**src/rtl/fb_pkg.sv**
```systemverilog
// Shared frame-buffer types and constants for the renderer's pixel sink.
package fb_pkg;

    localparam int unsigned FB_H_RES  = 320;
    localparam int unsigned FB_V_RES  = 180;
    localparam int unsigned FB_ADDR_W = 16;

    typedef enum logic {
        WRITE,
        SWAP_WAIT
    } fw_state_t;

    // Keep the top bits of each channel: {R[7:3], G[7:2], B[7:3]}.
    function automatic logic [15:0] rgb888_to_565(input logic [23:0] pix);
        return {pix[23:19], pix[15:10], pix[7:3]};
    endfunction

endpackage

```
**src/rtl/frame_writer.sv**
```systemverilog
// Packs the renderer's RGB888 stream to RGB565 and writes it into a double-buffered
// frame buffer, stalling the renderer at frame end until display logic grants the swap.
module frame_writer
    import fb_pkg::*;
#(
    parameter int unsigned H_RES  = FB_H_RES,
    parameter int unsigned V_RES  = FB_V_RES,
    parameter int unsigned ADDR_W = FB_ADDR_W
) (
    input  logic              aclk,
    input  logic              aresetn,
    input  logic [23:0]       pixel_axis_tdata,
    input  logic              pixel_axis_tvalid,
    output logic              pixel_axis_tready,
    input  logic [10:0]       hcount_in,
    input  logic [9:0]        vcount_in,
    output logic              fb_wr_en,
    output logic              fb_wr_bank,
    output logic [ADDR_W-1:0] fb_wr_addr,
    output logic [15:0]       fb_wr_data,
    output logic              display_bank,
    output logic              swap_req,
    input  logic              swap_ack,
    output logic              frame_done,
    output logic [15:0]       frame_count,
    output logic [15:0]       drop_count
);

    localparam int unsigned AW1 = ADDR_W + 1;

    fw_state_t      state;
    fw_state_t      state_d;
    logic           hs_c;
    logic           in_range_c;
    logic           last_c;
    logic           swap_c;
    logic [AW1-1:0] addr_full_c;
    logic           wr_bank;

    // Next-state and per-cycle control strobes.
    always_comb begin
        state_d     = state;
        swap_c      = 1'b0;
        hs_c        = pixel_axis_tvalid & pixel_axis_tready;
        in_range_c  = (32'(hcount_in) < H_RES) && (32'(vcount_in) < V_RES);
        last_c      = hs_c && (32'(hcount_in) == H_RES - 1) && (32'(vcount_in) == V_RES - 1);
        addr_full_c = AW1'(hcount_in) + AW1'(vcount_in) * AW1'(H_RES);
        case (state)
            WRITE: begin
                if (last_c) begin
                    state_d = SWAP_WAIT;
                end
            end
            SWAP_WAIT: begin
                if (swap_ack) begin
                    swap_c  = 1'b1;
                    state_d = WRITE;
                end
            end
            default: state_d = WRITE;
        endcase
    end

    always_ff @(posedge aclk or negedge aresetn) begin
        if (!aresetn) begin
            state <= WRITE;
        end else begin
            state <= state_d;
        end
    end

    // Output stage: tready/swap_req track the next state so they change with it.
    always_ff @(posedge aclk or negedge aresetn) begin
        if (!aresetn) begin
            pixel_axis_tready <= 1'b0;
            swap_req          <= 1'b0;
            frame_done        <= 1'b0;
            fb_wr_en          <= 1'b0;
            fb_wr_bank        <= 1'b0;
            fb_wr_addr        <= '0;
            fb_wr_data        <= '0;
            wr_bank           <= 1'b0;
            display_bank      <= 1'b1;
            frame_count       <= '0;
            drop_count        <= '0;
        end else begin
            pixel_axis_tready <= (state_d == WRITE);
            swap_req          <= (state_d == SWAP_WAIT);
            frame_done        <= swap_c;
            fb_wr_en          <= hs_c && in_range_c;
            if (hs_c && in_range_c) begin
                fb_wr_addr <= ADDR_W'(addr_full_c);
                fb_wr_data <= rgb888_to_565(pixel_axis_tdata);
                fb_wr_bank <= wr_bank;
            end
            if (hs_c && !in_range_c && (drop_count != 16'hFFFF)) begin
                drop_count <= drop_count + 16'd1;
            end
            // A write in the same cycle as the swap already captured the old bank.
            if (swap_c) begin
                display_bank <= wr_bank;
                wr_bank      <= ~wr_bank;
                frame_count  <= frame_count + 16'd1;
            end
        end
    end

endmodule

```
**config.mk**
```make
export PLATFORM = sky130hd
export DESIGN_NAME = frame_writer
export DESIGN_NICKNAME = d
export VERILOG_FILES = /design/src/rtl/fb_pkg.sv /design/src/rtl/frame_writer.sv
export SDC_FILE = /design/constraint.sdc
export NUM_CORES = 1
export LEC_CHECK = 0
export BUFFER_PORTS_ARGS = -buffer_cell sky130_fd_sc_hd__buf_2
export CORE_MARGIN = 4
export CORE_UTILIZATION = 36
export CTS_CLUSTER_SIZE = 24
export DETAILED_ROUTE_END_ITERATION = 12
export GPL_ROUTABILITY_DRIVEN = 1
export SYNTH_ARGS = -nofsm -noshare
export SYNTH_HDL_FRONTEND = slang
export SYNTH_SLANG_ARGS = --single-unit
```
**constraint.sdc**
```tcl
create_clock -name aclk -period 3.09 [get_ports aclk]
set_clock_uncertainty 0.15 [all_clocks]
set_input_delay 0.309 -clock aclk [delete_from_list [all_inputs] [get_ports aclk]]
set_output_delay 0.309 -clock aclk [all_outputs]
set_load 0.05 [all_outputs]
```
==> impl_summary.md <==
Synth
The leading area contributor after synthesis is sky130_fd_sc_hd__dfrtp_1. For this run, asynchronously set or reset flops after synthesis account for 1.00. In this run the mean area of a mapped cell was 11.9 sq um. The post-synthesis cell type count is a little over 50. Counting flops and latches in the post-synthesis netlist gives 71.

The proportion of synthesized chip area in sequential cells is 0.498. Of the post-synthesis cell area, the dominant cell type holds 0.490. The synthesized design contains 0 enable-type register cells. The Yosys step of the flow raised 0 warnings. Synthesis produced 300 cells. The post-synthesis net count is 371. The synthesized area is around 0.0036 sq mm. For this run, the leading register cell type out of synthesis is sky130_fd_sc_hd__dfrtp_1.

In the post-synthesis netlist, the biggest area contributors are sky130_fd_sc_hd__dfrtp_1, sky130_fd_sc_hd__mux2_2, sky130_fd_sc_hd__xnor2_1, sky130_fd_sc_hd__ha_1, sky130_fd_sc_hd__nand2_1.

Worst setup path
The category of the worst setup path capture point is a flop. For the worst flop-to-flop path, the logic depth is 5. Setup slack on the worst reg-to-reg path comes out at between 1 and 1.5 ns. The startpoint of the worst register-to-register path is drop_count[5].

The cell that appears most often on the critical path is sky130_fd_sc_hd__ha_1. The largest fanout of any net on the critical path is 4. The largest stage delay on the critical path is ~0.45 ns.

The type of origin of the critical path is a primary input. Data on the critical path is required at its endpoint by 3.15 ns. The endpoint identified for the worst register-to-register timing path is drop_count[1]. For the worst setup path, the data arrival time is 2.68 ns. The path type of the worst setup path is in2reg. The slowest stage of the critical path belongs to the cell sky130_fd_sc_hd__fa_1. The signal on the critical path passes through buf_2 -> ha_1 -> ha_1 -> fa_1 -> a211oi_1 -> nor3b_2 -> nor4b_2 -> and4bb_1 -> xnor2_1 -> o21ai_2.

Floorplan
The chip height is 108 um. The standard-cell row count is 36. The effective utilization at floorplan is 0.367. The die area is 0.0116 sq mm. The number of top-level pins is 119. The core outline area is 0.00973 sq mm. The die is approximately 110 um wide.

Clock network
The number of buffers created by CTS is 9. The buffer levels on the longest clock path is 2. Clock-pin slew was measured on the worst setup and hold paths at 0.08 ns. The clock latency on the worst-skew pair is 0.33 ns. TritonCTS built the clock tree.

The number of gates resized after CTS was 0. For this design, the sink count on the clock tree is 71. The cell sitting at the root of the clock tree is a sky130_fd_sc_hd__clkbuf_8. The H-tree depth is 3. The number of buffers added to fix hold violations after cts is 1. The total setup buffers inserted after CTS is 0.

Drt
The detail route stage leaves a number of antenna-violating nets equal to 0. The DRC violation total after the first TritonRoute iteration is 70. Before antenna repair, the detailed router went through 4 iterations. Wires add up to 7.54 mm. Using the TritonRoute via totals, the vias-per-cell ratio works out to 4.71. The remaining routing DRC violations is 0. The count of vias placed by the detailed router is 2624. The average routed wire per standard cell is around 14 um.

Min path
The class of the tightest hold or removal check is in2reg. The launch point of the worst hold path is pixel_axis_tdata[7]. The worst hold path was traced through 2 stages. The end point of the worst hold path is fb_wr_data[4].

Cells and area
The relative area change from synthesis to final layout is 24.8%. Registers take about 0.0018 sq mm. The library cells used most frequently in the layout, excluding fill and tap cells, are sky130_fd_sc_hd__buf_2, sky130_fd_sc_hd__dfrtp_1, sky130_fd_sc_hd__xnor2_1, sky130_fd_sc_hd__mux2_2, sky130_fd_sc_hd__nand2_1. The count of antenna diodes in the layout is 0. The multi-input combinational cells in the finished layout cover a total of 0.00173 sq mm.

Counting the fill cells in the layout gives 955. The net count of the finished layout is 490. The final non-filler cell total is 557. The leading cell type in the layout, fill and taps excluded is sky130_fd_sc_hd__buf_2. Of the cells placed in the final design, the portion with a size suffix greater than 1 is 0.401.

Job
The tool flagged a number of max-cap violations equal to 0.

GRT
The maximum number of pins on one net before global-route repair is 44. The remaining global-route overflow is 0. The initial antenna violation count is 0. The combined global-route utilization of all metal layers is 0.133.

The number of global-route vias before repair was between 2000 and 3000. The first global-routing pass estimated 12.4 mm of wire.

Timing
The max-slew violation total from the final report is 0. Setup violations remaining at the end of the flow were counted as 0. The fmax is ~380 MHz. The worst-margin pin slew is about 0.53 ns. The portion of the clock cycle consumed by the worst path in the final layout is 0.848. The worst path in the final design needs a cycle of about 2.6 ns, including I/O delays and setup. Setup repair after global routing left no endpoint under its margin. The number of hold-slack violations in the final timing report is 0. Setup total negative slack on the finished layout was measured at 0 ns. In this run the tightest slew margin relative to its limit is 0.648.

Status
The run finished with clean final reports.

Power and ir drop
The leakage power figure is between 2 and 2.5 nW. The overall power consumption is 2.88 mW. The total power divided by cell area is 646 mW/mm^2.

The largest voltage drop on the vdd net is 0.277 mV.

Place
Including well taps, the total number of placed cells is between 500 and 600. The routability-driven placement congestion ratio is 0.750. The post-DP HPWL is 5.83 mm. The total of buffers placed on input and output ports is 110.
## layout make-up
class                      instances  share of cell area
timing repair buffer             113               0.129
multi-input combinational        216               0.389
clock inverter                     5             0.00758
sequential                        71               0.399
tap                              133              0.0373
inverter                           8             0.00673
clock buffer                      11              0.0317
## how the worst max path moves through the flow
stage          slack [ns]             end         start
2_1_floorplan        0.48  fb_wr_addr[15]  vcount_in[1]
3_3_place_gp         0.17  fb_wr_addr[15]  vcount_in[1]
3_5_place_dp         0.14  fb_wr_addr[15]  vcount_in[1]
4_1_cts              0.47  fb_wr_addr[15]  vcount_in[1]
5_1_grt              0.28  fb_wr_addr[15]  vcount_in[1]
6_report             0.47  fb_wr_addr[15]  vcount_in[1]
## metrics by stage
stage	hold WS, ns	util	worst slack (ns)	instance area, sq um
CTS	0.0218	0.458	0.474	4460
global placement	0.0543	0.439	0.170	4270
floorplan	-0.137	-	0.475	3570
detailed placement	0.0583	0.439	0.139	4270
finish	0.0489	0.458	0.470	4460
global route	0.0241	0.458	0.283	4460
## kinds of logic after synthesis
kind of cell,count (synthesis),synth area share
simple gates,91,0.147
buf+inv,13,0.0168
mux,29,0.0911
fa+ha+maj,22,0.0813
xor+xnor,41,0.101
flops,71,0.498
compound gates,33,0.0655
## report_power, final
group	leakage, nW	internal (mW)	total [mW]	switching [mW]
registers	0.933	1.07	1.16	0.0963
clock network	0.0857	0.314	0.664	0.350
logic	1.26	0.302	1.05	0.751
## sequential cells by signal, indices dropped and copies added, names as in the netlist
register / cells
fb_wr_data: 16
frame_done: 1
swap_req: 1
fb_wr_bank: 1
display_bank: 1
pixel_axis_tready: 1
fb_wr_en: 1
wr_bank: 1
drop_count: 16
frame_count: 16
fb_wr_addr: 16
## worst max-delay path, delay by kind of cell
| family | cells | cell delay (ns) |
|---|---|---|
| and+or+nand+nor | 3 | 0.66 |
| AOI/OAI and AO/OA | 2 | 0.45 |
| xor gates and xnor gates | 1 | 0.14 |
| adders and majority gates | 3 | 0.99 |
| buffers and inverters | 1 | 0.13 |
## cell usage after synthesis (3+ instances only)
library cell              count
sky130_fd_sc_hd__dfrtp_1     70
sky130_fd_sc_hd__xnor2_1     31
sky130_fd_sc_hd__mux2_2      28
sky130_fd_sc_hd__nand2_1     26
sky130_fd_sc_hd__ha_1        20
sky130_fd_sc_hd__nand3_1     15
sky130_fd_sc_hd__nor2_1      14
sky130_fd_sc_hd__o21ai_0     12
sky130_fd_sc_hd__xor2_1      10
sky130_fd_sc_hd__nand4_1      9
sky130_fd_sc_hd__inv_1        8
sky130_fd_sc_hd__a21oi_1      4
sky130_fd_sc_hd__and3_1       3
sky130_fd_sc_hd__buf_2        3
sky130_fd_sc_hd__nor3_1       3
## routing by layer
| metal | up-vias | GRT usage | share of wire |
|---|---|---|---|
| met1 | 1256 | 0.177 | 0.46 |
| met3 | 9 | 0.0330 | 0.046 |
| met2 | 63 | 0.212 | 0.48 |
| li1 | 1296 | - | - |
| met5 | - | 0 | 0 |
| met4 | 0 | 0.0469 | 0.014 |
No activity file was read; power rests on OpenSTA's default activity.
